### config.mk
export PLATFORM = sky130hd
export DESIGN_NAME = pc_ras
export DESIGN_NICKNAME = d
export VERILOG_FILES = /design/src/rtl/pc_pkg.sv /design/src/rtl/ras_stack.sv /design/src/rtl/pc_ras.sv
export SDC_FILE = /design/constraint.sdc
export NUM_CORES = 1
export LEC_CHECK = 0
export ABC_AREA = 1
export CORE_AREA = 2 2 60 62
export DETAILED_ROUTE_END_ITERATION = 12
export DIE_AREA = 0 0 62 64
export PLACE_DENSITY = 0.82
export SLEW_MARGIN = 40
export SYNTH_ARGS = -nofsm -noshare
export SYNTH_HDL_FRONTEND = slang
export SYNTH_SLANG_ARGS = --single-unit
### constraint.sdc
create_clock -name clk_i -period 4.4 [get_ports clk_i]
set_clock_uncertainty 0.2 [all_clocks]
set_input_delay 0.88 -clock clk_i [delete_from_list [all_inputs] [get_ports clk_i]]
set_output_delay 0.88 -clock clk_i [all_outputs]
set_load 0.01 [all_outputs]
### src/rtl/pc_pkg.sv
// rtl/pc_pkg.sv - shared defaults and operation select for the program counter
package pc_pkg;

   localparam int DEF_ADDR_W     = 5;
   localparam int DEF_DEPTH      = 4;
   localparam int DEF_RESET_ADDR = 0;

   typedef enum logic [2:0] {
      HOLD,
      RET,
      CALL,
      JMP,
      REL,
      INC
   } pc_op_e;

endpackage

### src/rtl/ras_stack.sv
// rtl/ras_stack.sv - return-address LIFO with registered depth
module ras_stack #(
   parameter int W     = 5,
   parameter int DEPTH = 4,
   parameter int DW    = $clog2(DEPTH + 1)
) (
   input  logic          clk,
   input  logic          rst,
   input  logic          push,
   input  logic          pop,
   input  logic [W-1:0]  push_data,
   output logic [W-1:0]  top,
   output logic [DW-1:0] depth,
   output logic          full,
   output logic          empty
);

   logic [W-1:0] mem [DEPTH];

   assign full  = (depth == DW'(DEPTH));
   assign empty = (depth == '0);

   always_ff @(posedge clk) begin
      if (rst) begin
         depth <= '0;
      end else if (push && !full) begin
         depth <= depth + DW'(1);
      end else if (pop && !empty) begin
         depth <= depth - DW'(1);
      end
   end

   // Entry contents are never reset; depth alone decides what is valid.
   always_ff @(posedge clk) begin
      for (int i = 0; i < DEPTH; i++) begin
         if (!rst && push && !full && depth == DW'(i)) begin
            mem[i] <= push_data;
         end
      end
   end

   always_comb begin
      top = '0;
      for (int i = 0; i < DEPTH; i++) begin
         if (depth == DW'(i + 1)) begin
            top = mem[i];
         end
      end
   end

endmodule

### src/rtl/pc_ras.sv
// rtl/pc_ras.sv - program counter with jump/branch/call/return and return-address stack
module pc_ras
   import pc_pkg::*;
#(
   parameter int ADDR_W     = DEF_ADDR_W,
   parameter int DEPTH      = DEF_DEPTH,
   parameter int RESET_ADDR = DEF_RESET_ADDR
) (
   input  logic                       clk_i,
   input  logic                       rst_i,
   input  logic                       en_i,
   input  logic                       jmp_en_i,
   input  logic [ADDR_W-1:0]          jmp_addr_i,
   input  logic                       rel_en_i,
   input  logic [ADDR_W-1:0]          rel_off_i,
   input  logic                       call_en_i,
   input  logic                       ret_en_i,
   output logic [ADDR_W-1:0]          addr_o,
   output logic [$clog2(DEPTH+1)-1:0] depth_o,
   output logic                       full_o,
   output logic                       empty_o,
   output logic                       ovf_o,
   output logic                       unf_o
);

   pc_op_e            op;
   logic              push;
   logic              pop;
   logic [ADDR_W-1:0] top;
   logic [ADDR_W-1:0] addr_inc;

   assign addr_inc = addr_o + ADDR_W'(1);

   always_comb begin
      op = INC;
      if (!en_i)          op = HOLD;
      else if (ret_en_i)  op = RET;
      else if (call_en_i) op = CALL;
      else if (jmp_en_i)  op = JMP;
      else if (rel_en_i)  op = REL;
   end

   // A rejected call or return must leave the stack untouched as well as the address.
   assign push = (op == CALL) && !full_o;
   assign pop  = (op == RET) && !empty_o;

   ras_stack #(
      .W     (ADDR_W),
      .DEPTH (DEPTH)
   ) u_stack (
      .clk       (clk_i),
      .rst       (rst_i),
      .push      (push),
      .pop       (pop),
      .push_data (addr_inc),
      .top       (top),
      .depth     (depth_o),
      .full      (full_o),
      .empty     (empty_o)
   );

   always_ff @(posedge clk_i) begin
      if (rst_i) begin
         addr_o <= ADDR_W'(RESET_ADDR);
         ovf_o  <= 1'b0;
         unf_o  <= 1'b0;
      end else begin
         case (op)
            RET: begin
               if (pop) addr_o <= top;
               else     unf_o  <= 1'b1;
            end
            CALL: begin
               if (push) addr_o <= jmp_addr_i;
               else      ovf_o  <= 1'b1;
            end
            JMP:     addr_o <= jmp_addr_i;
            REL:     addr_o <= addr_o + rel_off_i;
            INC:     addr_o <= addr_inc;
            default: ;
         endcase
      end
   end

endmodule

# --- Word level (Yosys, flattened, before mapping) ---
# Memories as Yosys holds them, arrays and structs flattened.
# Cells that the tools add are included.
classes:
  add_sub_neg: 4
  mul: 0
  div_mod_pow: 0
  magnitude_cmp: 0
  eq_ne: 11
  shift: 0
  muxes: 31
  bitwise_logic: 2
  reduce_logical: 22
op_table:
  columns: ["op", "n"]
  rows:
  - ["5-bit 2-to-1 mux", 9]
  - ["5-bit one-hot mux with 5 select lines", 1]
  - ["3-bit 2-to-1 mux", 6]
  - ["5-bit OR reduction", 3]
  - ["3-bit by 2-bit == test with 1-bit output, second input constant", 4]
  - ["1-bit 2-to-1 mux", 12]
  - ["1-bit logical AND", 10]
  - ["3-bit == test, second input constant", 3]
  - ["3-bit by 1-bit == test with 1-bit output, second input constant", 2]
  - ["2-bit 2-to-1 mux", 3]
  - ["5-bit by 1-bit adder with 5-bit output, second input constant", 1]
  - ["5-bit adder", 1]
  - ["5-bit nonzero test", 1]
  - ["2-bit by 1-bit inequality test with 1-bit output, second input constant", 2]
  - ["2-bit AND reduction", 2]
  - ["3-bit by 1-bit adder with 3-bit output, second input constant", 1]
  - ["1-bit zero test", 3]
  - ["3-bit zero test", 1]
  - ["3-bit AND reduction", 1]
  - ["3-bit by 1-bit subtractor with 3-bit output, second input constant", 1]
  - ["1-bit inverter", 2]
  - ["2-bit nonzero test", 1]
totals:
  regBits: 10
  latchBits: 0
  ramBits: 20
  romBits: 0
  input_bits: 17
  out_inout_bits: 12
  wordCells: 75
  mem_count: 1
memory_table:
  columns: ["memory", "words", "width", "read_ports", "rd_clocked_by_memory_dff", "wr", "line_no", "text"]
  rows:
  - ["u_stack.mem", 4, 5, 4, 0, 1, "ras_stack.sv:18", "logic [W-1:0] mem [DEPTH];"]

# --- Depth between registers and ports, before layout ---
# Gate-level depths: netlist of run 1.
depth:
  ltp_word: 16
  mapped_depth: 12

# --- Modules after synthesis ---
# From an unflattened synthesis of run 1, not the netlist that was laid out.
hier_totals:
  cells_unflattened: 242
  hier_area_um2: 1908.1
modules_own_cells:
  columns: ["module", "n_inst", "cells_per_inst", "area_each_um2"]
  rows:
  - ["ras_stack", 1, 124, 1169.9]
  - ["pc_ras", 1, 118, 738.2]

# --- Worst setup path before layout of run 1 ---
# No wires, ideal clock.
synth_timing:
  path_type: "input-to-reg"
  start: "input port ret_en_i"
  end: "memory u_stack.mem[1][0], enable pin"
  arrival_time_ps: 1726
  required_time_ps: 3858
  path_slack_ps: 2132
  stages: 7
  path_buffers: 0
  path_cell_list: "inv_1 -> nand2_1 -> nor2_4 -> nand3_2 -> inv_2 -> nand2_2 -> nor3b_2"
synth_between:
  elab_chain_len: 13
  elab_cells_between_ends: 27
synth_lines:
  columns: ["element", "line_no", "text"]
  rows:
  - ["start: declaration", "pc_ras.sv:17", "input logic ret_en_i,"]
  - ["3-bit 2-to-1 mux *", "pc_ras.sv:37", "else if (ret_en_i) op = RET;"]
  - ["3-bit 2-to-1 mux *", "pc_ras.sv:36", "if (!en_i) op = HOLD;"]
  - ["3-bit by 2-bit == test with 1-bit output *", "pc_ras.sv:44", "assign push = (op == CALL) && !full_o;"]
  - ["1-bit logical AND *", "pc_ras.sv:44", null]
  - ["1-bit logical AND * (2 in series)", "ras_stack.sv:36", "if (!rst && push && !full && depth == DW'(i)) begin"]
  - ["1-bit logical AND", "ras_stack.sv:36", null]
  - ["1-bit 2-to-1 mux", "ras_stack.sv:36", null]
  - ["1-bit 2-to-1 mux (implied by the code)", "ras_stack.sv:37", "mem[i] <= push_data;"]
  - ["5-bit OR reduction (no source line)", null, null]
  - ["2-bit 2-to-1 mux (no source line) / 1-bit 2-to-1 mux (equally long branches) (3 in series)", null, null]
  - ["end: declaration", "ras_stack.sv:18", null]
# Mark *: on every way between the ends. The rest lies on a longest branch, timed or not.

# --- Worst setup path after layout of run 1 ---
layout_timing:
  start: "register u_stack.depth[0]"
  end: "output port full_o"
layout_between:
  elab_chain_len: 1
layout_lines:
  columns: ["element", "line_no", "text"]
  rows:
  - ["start: declaration", "ras_stack.sv:13", "output logic [DW-1:0] depth,"]
  - ["start signal: assignment", "ras_stack.sv:27", "depth <= depth + DW'(1);"]
  - ["start signal: assignment", "ras_stack.sv:29", "depth <= depth - DW'(1);"]
  - ["3-bit == test", "ras_stack.sv:20", "assign full = (depth == DW'(DEPTH));"]
  - ["end: declaration", "pc_ras.sv:20", "output logic full_o,"]
# Every way passes these cells.

==> results.json, run 1 <==
{
  "p_int_uw": 475,
  "start_util_pct": 55.4,
  "relSlewSlack_pct": 70.7,
  "max_freq_ghz": 0.317,
  "cts_resized": 0,
  "max-vdd-ir-drop_uv": 141,
  "antenna_found_initial": 0,
  "setup_viol": 0,
  "overflow": 0,
  "multi_input_area_um2": 876,
  "routed_wl_um": 3860,
  "p_comb_share_pct": 27.1,
  "worst_slew_pin_slew_ns": 0.439,
  "fin_crit_sh_pct": 71.6,
  "final_core_util_pct": 67.2,
  "cp.arrival_ns": 2.07,
  "tritoncts": "done",
  "areaGrowthSynthToFinish_pct": 21.2,
  "grt.total_usage_pct": 22.2,
  "rsz0062_at_grt": "no",
  "power_density_nw_per_um2": 315,
  "vias": 1518,
  "drt_iter0_drc": 74,
  "layout_common_cells": "nand2_1 (69), inv_1 (30), clkdlybuf4s50_1 (28)",
  "final_antenna_net_count": 0,
  "yosysUniqueCellTypes": 28,
  "regArea_um2": 801,
  "io_pins": 29,
  "fp.dieH_um": 64,
  "finalWorstSetupSlack_ns": 1.25,
  "synth_seq_area_share_pct": 44.0,
  "async_flop_share_pct": 0,
  "hpwlAfterDp_um": 2970,
  "final_common_cell": "nand2_1",
  "num_antenna_cells": 0,
  "power_frac_seq_pct": 48.2,
  "dr.pass1.iters": 4,
  "synth-warning-count": 0,
  "avgSynthCellArea_um2": 8.06,
  "clk_pin_slew_ns": 0.10,
  "synthCells": 226,
  "reg2reg_slack_ns": 2.02,
  "drv_slew": 0,
  "ys.flop_type": "edfxtp_1",
  "min_path_type": "reg2reg",
  "worstPathMaxFanout": 12,
  "cts_max_path_buffers": 2,
  "drive_gt1_share_pct": 11.2,
  "clk_latency_ns": 0.34,
  "crit_required_ns": 3.32,
  "die_x_um": 62,
  "swShare_pct": 31.6,
  "place.gp.congestion": 0.802,
  "drc_errors": 0,
  "hold_viol_final": 0,
  "p_sw_uw": 220,
  "clockRootBuffer": "clkbuf_4",
  "portBuffers": 28,
  "via_per_inst": 4.96,
  "fill_cells": 294,
  "cap_violations": 0,
  "postCtsSetupRepairBufs": 0,
  "status": "finished, final reports clean",
  "end_kind": "output port",
  "cts_num_sinks": 30,
  "grt_max_degree": 13,
  "pre_cts_slack_ns": 1.36,
  "crit_type": "reg2out",
  "grt_pass1_vias": 1413,
  "hold_buffers": 0,
  "syn_nets": 255,
  "grt_pass1_wl_um": 6350,
  "cts_made_buffers": 5,
  "cts_htree_levels": 2,
  "worstSetupStartpointType": "flop",
  "ys_ff_latch": 30,
  "fin_crit_ns": 3.15,
  "dieArea_um2": 3970,
  "synth_area_um2": 1820,
  "synth_edf_count": 20,
  "p_leak_nw": 0.979,
  "rows": 21,
  "wl_per_cell_um": 12.6,
  "core-area_um2": 3280,
  "fin_setup_tns_ns": 0,
  "final_nets": 288,
  "clock_power_share_pct": 24.8
}
-- path summary, 6_finish.rpt --
check	from	to	cells after the start
worst max-delay path	u_stack.depth[0]	full_o	5
worst min-delay path	unf_o	unf_o	2
worst max register to register	u_stack.depth[0]	u_stack.mem[3][2]	7
worst min register to register	unf_o	unf_o	2
-- critical path, stage by stage, from the launching register on --
cell             delay [ns]
dfxtp_1                0.42
inv_1                  0.11
ha_1                   0.25
nand2_1                0.33
inv_1                  0.13
clkdlybuf4s50_1        0.51
-- cells in the mapped netlist, types with 4 or more instances --
| cell | number | area [um2] |
|---|---|---|
| a21oi_1 | 7 | 35.0 |
| dfxtp_1 | 10 | 200 |
| edfxtp_1 | 20 | 601 |
| ha_1 | 11 | 138 |
| inv_1 | 30 | 113 |
| inv_2 | 5 | 18.8 |
| nand2_1 | 69 | 259 |
| nand2_2 | 4 | 25.0 |
| nand3_1 | 13 | 65.1 |
| nand4_1 | 5 | 31.3 |
| nor2_1 | 22 | 82.6 |
| o21ai_0 | 6 | 30.0 |
-- power groups by stage --
| stage | Clock (mW) | Sequential (mW) | Combinational, mW |
|---|---|---|---|
| 2_1_floorplan | 0 | 0.339 | 0.115 |
| 3_3_place_gp | 0 | 0.341 | 0.184 |
| 3_5_place_dp | 0 | 0.341 | 0.187 |
| 4_1_cts | 0.174 | 0.335 | 0.188 |
| 5_1_grt | 0.189 | 0.337 | 0.213 |
| 6_report | 0.172 | 0.335 | 0.188 |
-- cell families after synthesis --
kind of cell    Yosys count  share of synthesized area, %
buf+inv                  37                          7.90
flops                    30                          44.0
xor+xnor                  4                          1.92
compound gates           18                          5.91
fa+ha+maj                12                          8.66
simple gates            125                          31.6
-- area by class of cell --
cell class              instances  area share [%]
clock buffers                   7            2.50
inverters                      35            5.96
flip-flops and latches         30            36.3
well taps                      46            2.61
multi-input cells             159            39.7
repair buffers                 28            12.7
clock inverters                 1           0.227
-- flip-flops by register name (all words and copies together), names as in the netlist --
| name | count |
|---|---|
| addr_o | 5 |
| ovf_o | 1 |
| u_stack.depth | 3 |
| u_stack.mem | 20 |
| unf_o | 1 |
-- metrics by stage --
step	std cells	power [mW]	area, um2	hold slack [ns]
6_report	306	0.695	2210	0.257
5_1_grt	306	0.738	2210	0.293
4_1_cts	306	0.697	2210	0.266
3_5_place_dp	298	0.528	2150	0.251
3_3_place_gp	298	0.525	2150	0.240
2_1_floorplan	226	0.455	1820	0.268
-- layer usage --
| layer | vias up | GRT usage [%] | routed length [um] |
|---|---|---|---|
| met4 | 0 | 9.84 | 64 |
| met5 | - | 0 | 0 |
| met2 | 39 | 35.5 | 1920 |
| li1 | 786 | - | - |
| met3 | 6 | 4.86 | 152 |
| met1 | 687 | 28.0 | 1720 |
Power figures use the tool's default switching activity.
==> inputs of run 2 (changes only) <==
--- a/config.mk
+++ b/config.mk
@@ -6,10 +6,10 @@
 export NUM_CORES = 1
 export LEC_CHECK = 0
 export ABC_AREA = 1
-export CORE_AREA = 2 2 60 62
+export CORE_AREA = 2 2 62 64
 export DETAILED_ROUTE_END_ITERATION = 12
-export DIE_AREA = 0 0 62 64
-export PLACE_DENSITY = 0.82
+export DIE_AREA = 0 0 64 66
+export PLACE_DENSITY = 0.77
 export SLEW_MARGIN = 40
 export SYNTH_ARGS = -nofsm -noshare
 export SYNTH_HDL_FRONTEND = slang
==> constraint.sdc (replaced) <==
create_clock -name clk_i -period 3.3 [get_ports clk_i]
set_clock_uncertainty 0.2 [all_clocks]
set_input_delay 0.66 -clock clk_i [delete_from_list [all_inputs] [get_ports clk_i]]
set_output_delay 0.66 -clock clk_i [all_outputs]
set_load 0.01 [all_outputs]
==> run 2 against run 1 <==
Net effect: critical endpoint unchanged; die area is 6.5% higher; highest routed layer unchanged; final area is 0.17% higher; first-iteration DRC count shrank 31%; routed wire length shrank 0.31%; setup slack got worse by 0.78 ns.
==> results.json, run 2 (synthesis results as in run 1) <==
{
  "place.gp.congestion": 0.819,
  "routed_wl_um": 3850,
  "cap_violations": 0,
  "portBuffers": 28,
  "hpwlAfterDp_um": 3020,
  "top_layer_used": "met4",
  "final_core_util_pct": 62.2,
  "relSlewSlack_pct": 68.5,
  "cp.arrival_ns": 1.97,
  "fp.dieH_um": 66,
  "fin_setup_tns_ns": 0,
  "cts_max_path_buffers": 2,
  "grt_pass1_vias": 1418,
  "final_antenna_net_count": 0,
  "min_path_type": "reg2reg",
  "fin_crit_sh_pct": 85.8,
  "antenna_found_initial": 0,
  "cts_num_sinks": 30,
  "dieArea_um2": 4220,
  "postCtsSetupRepairBufs": 0,
  "clk_latency_ns": 0.33,
  "rows": 22,
  "status": "finished, final reports clean",
  "largest_reg_flops": 20,
  "worstSetupStartpointType": "flop",
  "regArea_um2": 801,
  "power_density_nw_per_um2": 410,
  "clk_pin_slew_ns": 0.10,
  "tritoncts": "done",
  "final_common_cell": "nand2_1",
  "worst_slew_pin_slew_ns": 0.471,
  "grt.total_usage_pct": 20.0,
  "hold_buffers": 0,
  "overflow": 0,
  "crit_type": "reg2out",
  "wl_per_cell_um": 12.4,
  "final_nets": 289,
  "start_util_pct": 51.3,
  "vias": 1502,
  "dr.pass1.iters": 4,
  "io_pins": 29,
  "setup_viol": 0,
  "met1_length_um": 1740,
  "cts_made_buffers": 5,
  "areaGrowthSynthToFinish_pct": 21.4,
  "regMostFlops": "u_stack.mem",
  "crit_required_ns": 2.44,
  "drt_iter0_drc": 51,
  "max-vdd-ir-drop_uv": 152,
  "drv_slew": 0,
  "drc_errors": 0,
  "layout_common_cells": "nand2_1 (69), inv_1 (30), clkdlybuf4s50_1 (28)",
  "drive_gt1_share_pct": 11.5,
  "wl_met3_um": 158,
  "fin_crit_ns": 2.83,
  "max_freq_ghz": 0.353,
  "grt_max_degree": 13,
  "cts_resized": 0,
  "die_x_um": 64,
  "worstPathMaxFanout": 12,
  "multi_input_area_um2": 876,
  "end_kind": "output port",
  "wl_met2_um": 1890,
  "clockRootBuffer": "clkbuf_4",
  "rsz0062_at_grt": "no",
  "num_antenna_cells": 0,
  "fill_cells": 313,
  "via_per_inst": 4.86,
  "hold_viol_final": 0,
  "grt_pass1_wl_um": 6310,
  "cts_htree_levels": 2,
  "largest_registers": "u_stack.mem x20, addr_o x5, u_stack.depth x3",
  "p_leak_nw": 0.977,
  "core-area_um2": 3550
}
[run 2: worst max-delay path, cell delays in order (launching register included)]
cell and delay (ns):
dfxtp_1 0.38, inv_1 0.12, ha_1 0.23, nand2_1 0.07, buf_4 0.20, inv_1 0.10
clkdlybuf4s50_1 0.54
[run 2: per-stage QoR]
step	std cells	power [mW]	hold WS (ns)	worst slack, ns	instance area (um2)
final	309	0.906	0.262	0.470	2210
after global routing	309	0.960	0.297	0.346	2210
after CTS	309	0.914	0.263	0.465	2210
after detailed placement	301	0.709	0.248	0.538	2160
after global placement	301	0.704	0.239	0.579	2160
after floorplan	226	0.606	0.268	1.25	1820
[run 2: final timing paths]
kind	startpoint	endpoint	slack, ns	depth (start not counted)
max	u_stack.depth[1]	full_o	0.47	6
min	ovf_o	ovf_o	0.26	2
max reg2reg	u_stack.depth[1]	u_stack.mem[1][0]	1.00	8
min reg2reg	ovf_o	ovf_o	0.26	2
[run 2: area by class of cell]
type	instances	share of cell area, %
Clock buffer	5	1.70
Clock inverter	3	0.736
Inverter	35	5.95
Multi-Input combinational cell	159	39.6
Sequential cell	30	36.2
Tap cell	48	2.72
Timing Repair Buffer	29	13.0
[run 2: metal layers]
metal,GRT usage [%],up-vias
li1,-,788
met1,23.4,673
met2,36.2,34
met3,3.58,7
met4,7.61,0
met5,0,-
[run 2: report_power, final]
group / internal [mW] / leakage, nW / switching [mW]
Combinational: 0.110 / 0.684 / 0.144
Sequential: 0.422 / 0.264 / 0.0245
Clock: 0.0791 / 0.0286 / 0.126
==> inputs of run 3 (changes only) <==
--- a/config.mk
+++ b/config.mk
@@ -7,6 +7,7 @@
 export LEC_CHECK = 0
 export ABC_AREA = 1
 export CORE_AREA = 2 2 62 64
+export CTS_CLUSTER_DIAMETER = 60
 export DETAILED_ROUTE_END_ITERATION = 12
 export DIE_AREA = 0 0 64 66
 export PLACE_DENSITY = 0.77
==> results of run 3 <==
The final DEF is identical to that of run 2; final timing and power are the same.
